## config.mk

```make
export PLATFORM = sky130hd
export DESIGN_NAME = step_pulse_receiver_flat
export DESIGN_NICKNAME = d
export VERILOG_FILES = /design/src/rtl/step_pulse_receiver_if.sv /design/src/rtl/step_pulse_receiver.sv /design/src/flat_wrapper.sv
export SDC_FILE = /design/constraint.sdc
export NUM_CORES = 1
export LEC_CHECK = 0
export ABC_AREA = 1
export BUFFER_PORTS_ARGS = -buffer_cell sky130_fd_sc_hd__buf_2
export CORE_MARGIN = 2
export CORE_UTILIZATION = 60
export DETAILED_ROUTE_END_ITERATION = 6
export PLACE_DENSITY = 0.84
export REMOVE_ABC_BUFFERS = 1
export SYNTH_ARGS = -nofsm -noshare
export SYNTH_HDL_FRONTEND = slang
export SYNTH_SLANG_ARGS = --single-unit
```

## constraint.sdc

```tcl
create_clock -name clk -period 3.2 [get_ports clk]
set_clock_uncertainty 0.05 [all_clocks]
set_input_delay 0.32 -clock clk [delete_from_list [all_inputs] [get_ports clk]]
set_output_delay 0.32 -clock clk [all_outputs]
set_load 0.05 [all_outputs]
```

## src/rtl/step_pulse_receiver_if.sv

```systemverilog
// ---------------------------------------------------------------------------
// step_pulse_receiver_if
//
// Bundles the step/dir line side and the result side of the step pulse
// receiver.
//
// Signal protocol: there is no valid/ready handshake on this bus. The
// transmitter side (master) drives clk_en, pulse_in, dir_in and clear. The
// receiver side (slave) drives the results. Results are level outputs that
// are always valid. move_done is a single-tick strobe. glitch_err is sticky
// until clear or reset. Everything is qualified by clk_en.
//
// Parameters:
//   POS_WIDTH        width of position / pulse_count
//   WIDTH_CNT_WIDTH  width of last_width
//
// Signals:
//   clk_en       tick enable
//   pulse_in     external step line (asynchronous)
//   dir_in       external direction line (asynchronous, 1 = +1 per step)
//   clear        synchronous clear of the accumulated results
//   position     signed step position
//   pulse_count  saturating count of valid pulses
//   last_width   high width of the last valid pulse in ticks
//   moving       high while a move is in progress
//   move_done    one-tick strobe at end of move
//   glitch_err   sticky short-pulse / bad-pulse flag
// ---------------------------------------------------------------------------
interface step_pulse_receiver_if #(
  parameter int POS_WIDTH       = 16,
  parameter int WIDTH_CNT_WIDTH = 16
);
  logic                       clk_en;
  logic                       pulse_in;
  logic                       dir_in;
  logic                       clear;
  logic [POS_WIDTH-1:0]       position;
  logic [POS_WIDTH-1:0]       pulse_count;
  logic [WIDTH_CNT_WIDTH-1:0] last_width;
  logic                       moving;
  logic                       move_done;
  logic                       glitch_err;

  modport master (
    output clk_en, pulse_in, dir_in, clear,
    input  position, pulse_count, last_width, moving, move_done, glitch_err
  );

  modport slave (
    input  clk_en, pulse_in, dir_in, clear,
    output position, pulse_count, last_width, moving, move_done, glitch_err
  );
endinterface

```

## src/rtl/step_pulse_receiver.sv

```systemverilog
// ---------------------------------------------------------------------------
// step_pulse_receiver
//
// Receiving end of a stepper step/dir pulse interface. The block synchronises
// the step and direction lines and checks the high width of each step pulse.
// It accumulates a signed position and a saturating pulse count. End of move
// is reported with a one-tick strobe after an idle (low) timeout. All timing
// is in clk_en ticks.
//
// Optional feature macro: STEP_RX_DIR_CHANGE_ERR_EN
//   When this macro is defined, a change of the synced direction while the
//   pulse is high flags glitch_err, and that pulse is not counted.
//
// Ports:
//   clk        system clock
//   reset      asynchronous, active-high reset
//   bus        step_pulse_receiver_if.slave (lines in, results out)
//   state_dbg  current FSM state (0 ARM, 1 IDLE, 2 HIGH, 3 LOW)
// ---------------------------------------------------------------------------
module step_pulse_receiver #(
  parameter int POS_WIDTH       = 16,
  parameter int WIDTH_CNT_WIDTH = 16,
  parameter int MIN_PULSE       = 2,
  parameter int IDLE_TIMEOUT    = 64
) (
  input  logic                  clk,
  input  logic                  reset,
  step_pulse_receiver_if.slave  bus,
  output logic [1:0]            state_dbg
);

  typedef enum logic [1:0] {
    ARM  = 2'd0,
    IDLE = 2'd1,
    HIGH = 2'd2,
    LOW  = 2'd3
  } state_t;

  // The idle counter also times the ARM settle period, so it needs at least 2 bits.
  localparam int IDLE_BITS = ($clog2(IDLE_TIMEOUT + 1) < 2) ? 2 : $clog2(IDLE_TIMEOUT + 1);
  localparam logic [IDLE_BITS-1:0]       IDLE_LAST  = IDLE_BITS'(IDLE_TIMEOUT);
  localparam logic [IDLE_BITS-1:0]       ARM_SETTLE = IDLE_BITS'(2);
  localparam logic [IDLE_BITS-1:0]       IDLE_ONE   = IDLE_BITS'(1);
  localparam logic [WIDTH_CNT_WIDTH-1:0] MIN_W      = WIDTH_CNT_WIDTH'(MIN_PULSE);
  localparam logic [WIDTH_CNT_WIDTH-1:0] W_ONE      = WIDTH_CNT_WIDTH'(1);
  localparam logic [WIDTH_CNT_WIDTH-1:0] W_MAX      = '1;
  localparam logic [POS_WIDTH-1:0]       P_ONE      = POS_WIDTH'(1);
  localparam logic [POS_WIDTH-1:0]       CNT_MAX    = '1;

  state_t                     state;
  logic                       p_s1, p_s2, p_s3;
  logic                       d_s1, d_s2;
  logic                       dir_lat;
  logic [WIDTH_CNT_WIDTH-1:0] width_cnt;
  logic [IDLE_BITS-1:0]       idle_cnt;
  logic [POS_WIDTH-1:0]       position_r;
  logic [POS_WIDTH-1:0]       count_r;
  logic [WIDTH_CNT_WIDTH-1:0] last_w_r;
  logic                       moving_r;
  logic                       done_r;
  logic                       glitch_r;

  logic rise, fall, width_ok, pulse_ok;

  assign rise     = p_s2 & ~p_s3;
  assign fall     = ~p_s2 & p_s3;
  assign width_ok = (width_cnt >= MIN_W);

`ifdef STEP_RX_DIR_CHANGE_ERR_EN
  logic dir_bad;   // direction moved away from the latched value during this pulse
  logic dir_moved;
  assign dir_moved = (d_s2 != dir_lat);
  assign pulse_ok  = width_ok & ~dir_bad & ~dir_moved;
`else
  assign pulse_ok  = width_ok;
`endif

  always_ff @(posedge clk or posedge reset) begin
    if (reset) begin
      state      <= ARM;
      p_s1       <= 1'b0;
      p_s2       <= 1'b0;
      p_s3       <= 1'b0;
      d_s1       <= 1'b0;
      d_s2       <= 1'b0;
      dir_lat    <= 1'b0;
      width_cnt  <= '0;
      idle_cnt   <= '0;
      position_r <= '0;
      count_r    <= '0;
      last_w_r   <= '0;
      moving_r   <= 1'b0;
      done_r     <= 1'b0;
      glitch_r   <= 1'b0;
`ifdef STEP_RX_DIR_CHANGE_ERR_EN
      dir_bad    <= 1'b0;
`endif
    end else begin
      // The strobe lasts one enabled tick and is never seen on idle cycles.
      done_r <= 1'b0;
      if (bus.clk_en) begin
        p_s1 <= bus.pulse_in;
        p_s2 <= p_s1;
        p_s3 <= p_s2;
        d_s1 <= bus.dir_in;
        d_s2 <= d_s1;

        case (state)
          // Let the synchroniser fill with real samples before trusting a
          // low level. Otherwise, a line that is already high at reset release
          // would look low for the first ticks and then produce a bogus rise.
          ARM: begin
            if (idle_cnt >= ARM_SETTLE && !p_s2) begin
              state    <= IDLE;
              idle_cnt <= '0;
            end else if (idle_cnt < ARM_SETTLE) begin
              idle_cnt <= idle_cnt + IDLE_ONE;
            end
          end

          IDLE: begin
            if (rise) begin
              state     <= HIGH;
              dir_lat   <= d_s2;
              width_cnt <= W_ONE;
              moving_r  <= 1'b1;
`ifdef STEP_RX_DIR_CHANGE_ERR_EN
              dir_bad   <= 1'b0;
`endif
            end
          end

          HIGH: begin
`ifdef STEP_RX_DIR_CHANGE_ERR_EN
            if (dir_moved) begin
              dir_bad  <= 1'b1;
              glitch_r <= 1'b1;
            end
`endif
            if (fall) begin
              state    <= LOW;
              idle_cnt <= IDLE_ONE;
              if (pulse_ok) begin
                position_r <= dir_lat ? position_r + P_ONE : position_r - P_ONE;
                if (count_r != CNT_MAX) count_r <= count_r + P_ONE;
                last_w_r   <= width_cnt;
              end else begin
                glitch_r <= 1'b1;
              end
            end else if (width_cnt != W_MAX) begin
              width_cnt <= width_cnt + W_ONE;
            end
          end

          LOW: begin
            if (rise) begin
              state     <= HIGH;
              dir_lat   <= d_s2;
              width_cnt <= W_ONE;
`ifdef STEP_RX_DIR_CHANGE_ERR_EN
              dir_bad   <= 1'b0;
`endif
            end else if (idle_cnt == IDLE_LAST) begin
              state    <= IDLE;
              moving_r <= 1'b0;
              done_r   <= 1'b1;
            end else begin
              idle_cnt <= idle_cnt + IDLE_ONE;
            end
          end

          default: state <= ARM;
        endcase

        // Later assignment wins: clear discards any same-tick result update
        // but leaves the FSM and moving alone.
        if (bus.clear) begin
          position_r <= '0;
          count_r    <= '0;
          last_w_r   <= '0;
          glitch_r   <= 1'b0;
        end
      end
    end
  end

  assign bus.position    = position_r;
  assign bus.pulse_count = count_r;
  assign bus.last_width  = last_w_r;
  assign bus.moving      = moving_r;
  assign bus.move_done   = done_r;
  assign bus.glitch_err  = glitch_r;
  assign state_dbg       = state;

endmodule

```

## src/flat_wrapper.sv

```systemverilog
// flat-port wrapper written by rule: the top's interface ports become plain ports
module step_pulse_receiver_flat 
#(
  parameter int POS_WIDTH       = 16,
  parameter int WIDTH_CNT_WIDTH = 16,
  parameter int MIN_PULSE       = 2,
  parameter int IDLE_TIMEOUT    = 64
)
  (clk, reset, state_dbg, bus_clk_en, bus_pulse_in, bus_dir_in, bus_clear, bus_position, bus_pulse_count, bus_last_width, bus_moving, bus_move_done, bus_glitch_err);
  step_pulse_receiver_if #(.POS_WIDTH(POS_WIDTH), .WIDTH_CNT_WIDTH(WIDTH_CNT_WIDTH)) bus_i ();
  input  logic clk;
  input  logic reset;
  output logic [1:0] state_dbg;
  input wire logic [$bits(bus_i.clk_en)-1:0] bus_clk_en;
  input wire logic [$bits(bus_i.pulse_in)-1:0] bus_pulse_in;
  input wire logic [$bits(bus_i.dir_in)-1:0] bus_dir_in;
  input wire logic [$bits(bus_i.clear)-1:0] bus_clear;
  output wire logic [$bits(bus_i.position)-1:0] bus_position;
  output wire logic [$bits(bus_i.pulse_count)-1:0] bus_pulse_count;
  output wire logic [$bits(bus_i.last_width)-1:0] bus_last_width;
  output wire logic [$bits(bus_i.moving)-1:0] bus_moving;
  output wire logic [$bits(bus_i.move_done)-1:0] bus_move_done;
  output wire logic [$bits(bus_i.glitch_err)-1:0] bus_glitch_err;
  assign bus_i.clk_en = bus_clk_en;
  assign bus_i.pulse_in = bus_pulse_in;
  assign bus_i.dir_in = bus_dir_in;
  assign bus_i.clear = bus_clear;
  assign bus_position = bus_i.position;
  assign bus_pulse_count = bus_i.pulse_count;
  assign bus_last_width = bus_i.last_width;
  assign bus_moving = bus_i.moving;
  assign bus_move_done = bus_i.move_done;
  assign bus_glitch_err = bus_i.glitch_err;
  step_pulse_receiver #(.POS_WIDTH(POS_WIDTH), .WIDTH_CNT_WIDTH(WIDTH_CNT_WIDTH), .MIN_PULSE(MIN_PULSE), .IDLE_TIMEOUT(IDLE_TIMEOUT)) u_core (.clk(clk), .reset(reset), .bus(bus_i), .state_dbg(state_dbg));
endmodule
```

==> impl_results.md <==
- Status: finished clean
- Largest delay contributor family on the critical path: simple AND/OR/NAND/NOR gates
- Clock Tree Buf Depth: 2
- Most frequent cell on the critical path: nand2_1
- CTS Sinks: 82
- Worst setup EP type: register
- Via/cell ratio: 5.29
- First DRT Iteration DRCs: ~290
- WP data required: 3.44 ns
- Final setup fails: 0
- Post-CTS Resized: 0
- Horiz. Die Dim: slightly below 100 µm
- CTS tree: built
- Most common cell after layout, fill and taps aside: nand2_1
- Cts hold-fix bufs: 0
- Row cnt: 34
- Final Net Count: 871
- Register area: about 2100 µm²
- Vias post-DR: 5062
- Final Max Tran Viols: 0
- Hold slack: 0.115 ns
- IO Count: 59
- Final Cycle Share: 76.2%
- Pin count of the biggest net entering global routing: 64
- Synthesized area: 5440 µm²
- Fill cell count: 773
- Warnings from Yosys: 0
- LEAKAGE: 3.27 nW
- Worst min path class: input port to async pin
- Clk root buf: clkbuf_8
- Antenna violations before repair: 0
- # Post-CTS Setup Buffers: 0
- Share of layout cells above drive strength 1: 12.5%
- TritonRoute pass-1 iters: 5
- Final hold violations: 0
- Antenna viol nets, final: 0
- Post-Place Worst Slack: 0.777 ns
- Setup repair after global routing missed its margin: no
- Multi-input gate area: 2880 µm²
- ANT cells: 0
- Most frequent cells in the layout: 332 x nand2_1, 84 x inv_1, 82 x dfrtp_1
- Setup TNS: 0 ns
- CP Cell Sequence: inv_1 > nand2_2 > a21oi_4 > and2_4 > nand2_4 > nor2_4 > nand2_1 > nand2_1
- Yosys reg bits: 82
- Total Routing Usage GR: 25.2%
- Die Ht: 99.2 µm
- Worst EP arrival: 2.68 ns
- GP Congestion: 0.927
- Final setup margin: 0.760 ns
- H-tree depth: 3
- Fin util: 67.4%
- Type of origin of the critical path: register
- Max VDD drop: about 0.37 mV
- DRC errors left: 0
- Wire length per cell: 12.2 µm
- Clk slew on worst S/H paths: 0.11 ns
- Final min period: 2.44 ns
- Latest clock arrival within the worst-skew pair: 0.37 ns
- MaxCap Viol Count: 0
- Fmax achieved: 0.410 GHz
- Die area: 9840 µm²
- Post-DP HPWL: 8.46 mm
- First-pass GRT wire length: roughly 21 mm
- Port Buffers: 58
- Starting Density: 62.0%
- Grt total ovfl: 0
- Synth Instances: approximately 790
- Worst Path Buf+Inv: 1
- Worst-Margin Slew: 1.08 ns
- DRT Wirelength: 11.7 mm
- PD cells: 818 nW/µm²
- Vias in the first global route: 4767
- Slew headroom: 28.2%
- CP Class: register to register
- Sequential area share after synthesis: 37.8%
- Mean Syn Cell Area: 6.86 µm²
- TritonCTS buffer count: 9
- Largest fanout on the critical path: 32
- Area growth, synth to finish: 8.61%
- Critical path's slowest cell: nor2_4
- Slowest stage delay, CP: 0.57 ns
- Synth unique cells: 38
- CORE AREA: 8760 µm²
[flip-flops by register name, summed over array words and instances, names as in the netlist]
| name | count |
|---|---|
| u_core.bus.position | 16 |
| u_core.dir_lat | 1 |
| u_core.idle_cnt | 7 |
| u_core.p_s1 | 1 |
| u_core.bus.last_width | 16 |
| u_core.width_cnt | 16 |
| u_core.d_s2 | 1 |
| u_core.state_dbg | 2 |
| u_core.bus.moving | 1 |
| u_core.bus.glitch_err | 1 |
| u_core.bus.move_done | 1 |
| u_core.bus.pulse_count | 16 |
| u_core.p_s2 | 1 |
| u_core.p_s3 | 1 |
| u_core.d_s1 | 1 |
[logic make-up (layout without fill, tap and decap cells)]
group | after synthesis | count (layout) | synth area share [%]
AOI/OAI and AO/OA | 43 | 43 | 4.44
xor gates and xnor gates | 23 | 23 | 3.71
adders and majority gates | 21 | 21 | 4.97
buffers and inverters | 108 | 165 | 9.23
DFF | 82 | 82 | 37.8
and+or+nand+nor | 515 | 515 | 39.9
[layer usage]
layer,global-route usage [%],part of all wire [%]
met3,3.51,4.9
met4,6.01,1.0
met2,42.4,47
met1,34.8,47
met5,0,0
[final cells by class]
class                      count  area share [%]
clock buffer                   9            2.10
clock inverter                 7            1.19
inverter                      89            5.68
multi-input combinational    602            48.8
sequential                    82            34.8
tap                          108            2.29
timing repair buffer          60            5.17
[synthesized netlist by cell type (all sizes together)]
master	number	area share, %
nand3b	6	0.83
ha	20	4.6
nor3	12	1.1
xnor2	9	1.5
and2	2	0.28
a21oi	9	1.0
or2	6	0.69
inv	89	6.1
nand2	341	24
o21bai	1	0.14
nor3b	1	0.14
clkbuf	2	0.14
buf	17	2.9
a31oi	1	0.12
a211oi	1	0.14
nand4	10	1.2
o21ai	28	2.6
xor2	14	2.3
dfrtp	82	38
o22ai	2	0.23
nor2	84	6.5
a21o	1	0.14
fa	1	0.37
nand3	53	5.0
[where the power goes]
group	internal, mW	leakage, nW	total [mW]	switching [mW]
logic	0.779	2.06	2.53	1.75
clock network	0.304	0.0955	0.754	0.450
registers	1.25	1.12	1.55	0.302
[stage by stage]
stage,instance area (µm²),std cells,power (mW)
detailed placement,5710,941,4.07
finish,5900,957,4.83
CTS,5900,957,4.84
floorplan,5270,773,3.50
global placement,5710,941,4.00
global route,5900,957,5.27
[final timing paths]
| path | start | endpoint | slack (ns) | cells past startpoint |
|---|---|---|---|---|
| setup / recovery | u_core.state_dbg[0]$_DFFE_PP0P_ | u_core.bus.last_width[0]$_DFFE_PP0P_ | 0.76 | 8 |
| hold / removal | reset | u_core.bus.last_width[8]$_DFFE_PP0P_ | 0.12 | 2 |
| setup reg to reg | u_core.state_dbg[0]$_DFFE_PP0P_ | u_core.bus.last_width[0]$_DFFE_PP0P_ | 0.76 | 8 |
| hold reg to reg | u_core.bus.last_width[12]$_DFFE_PP0P_ | u_core.bus.last_width[12]$_DFFE_PP0P_ | 0.42 | 2 |
| max in group asynchronous | reset | u_core.bus.pulse_count[0]$_DFFE_PP0P_ | 2.22 | 3 |
| min in group clk | bus_dir_in | u_core.d_s1$_DFFE_PP0P_ | 0.12 | 3 |
No activity file was read; power rests on OpenSTA's default activity.
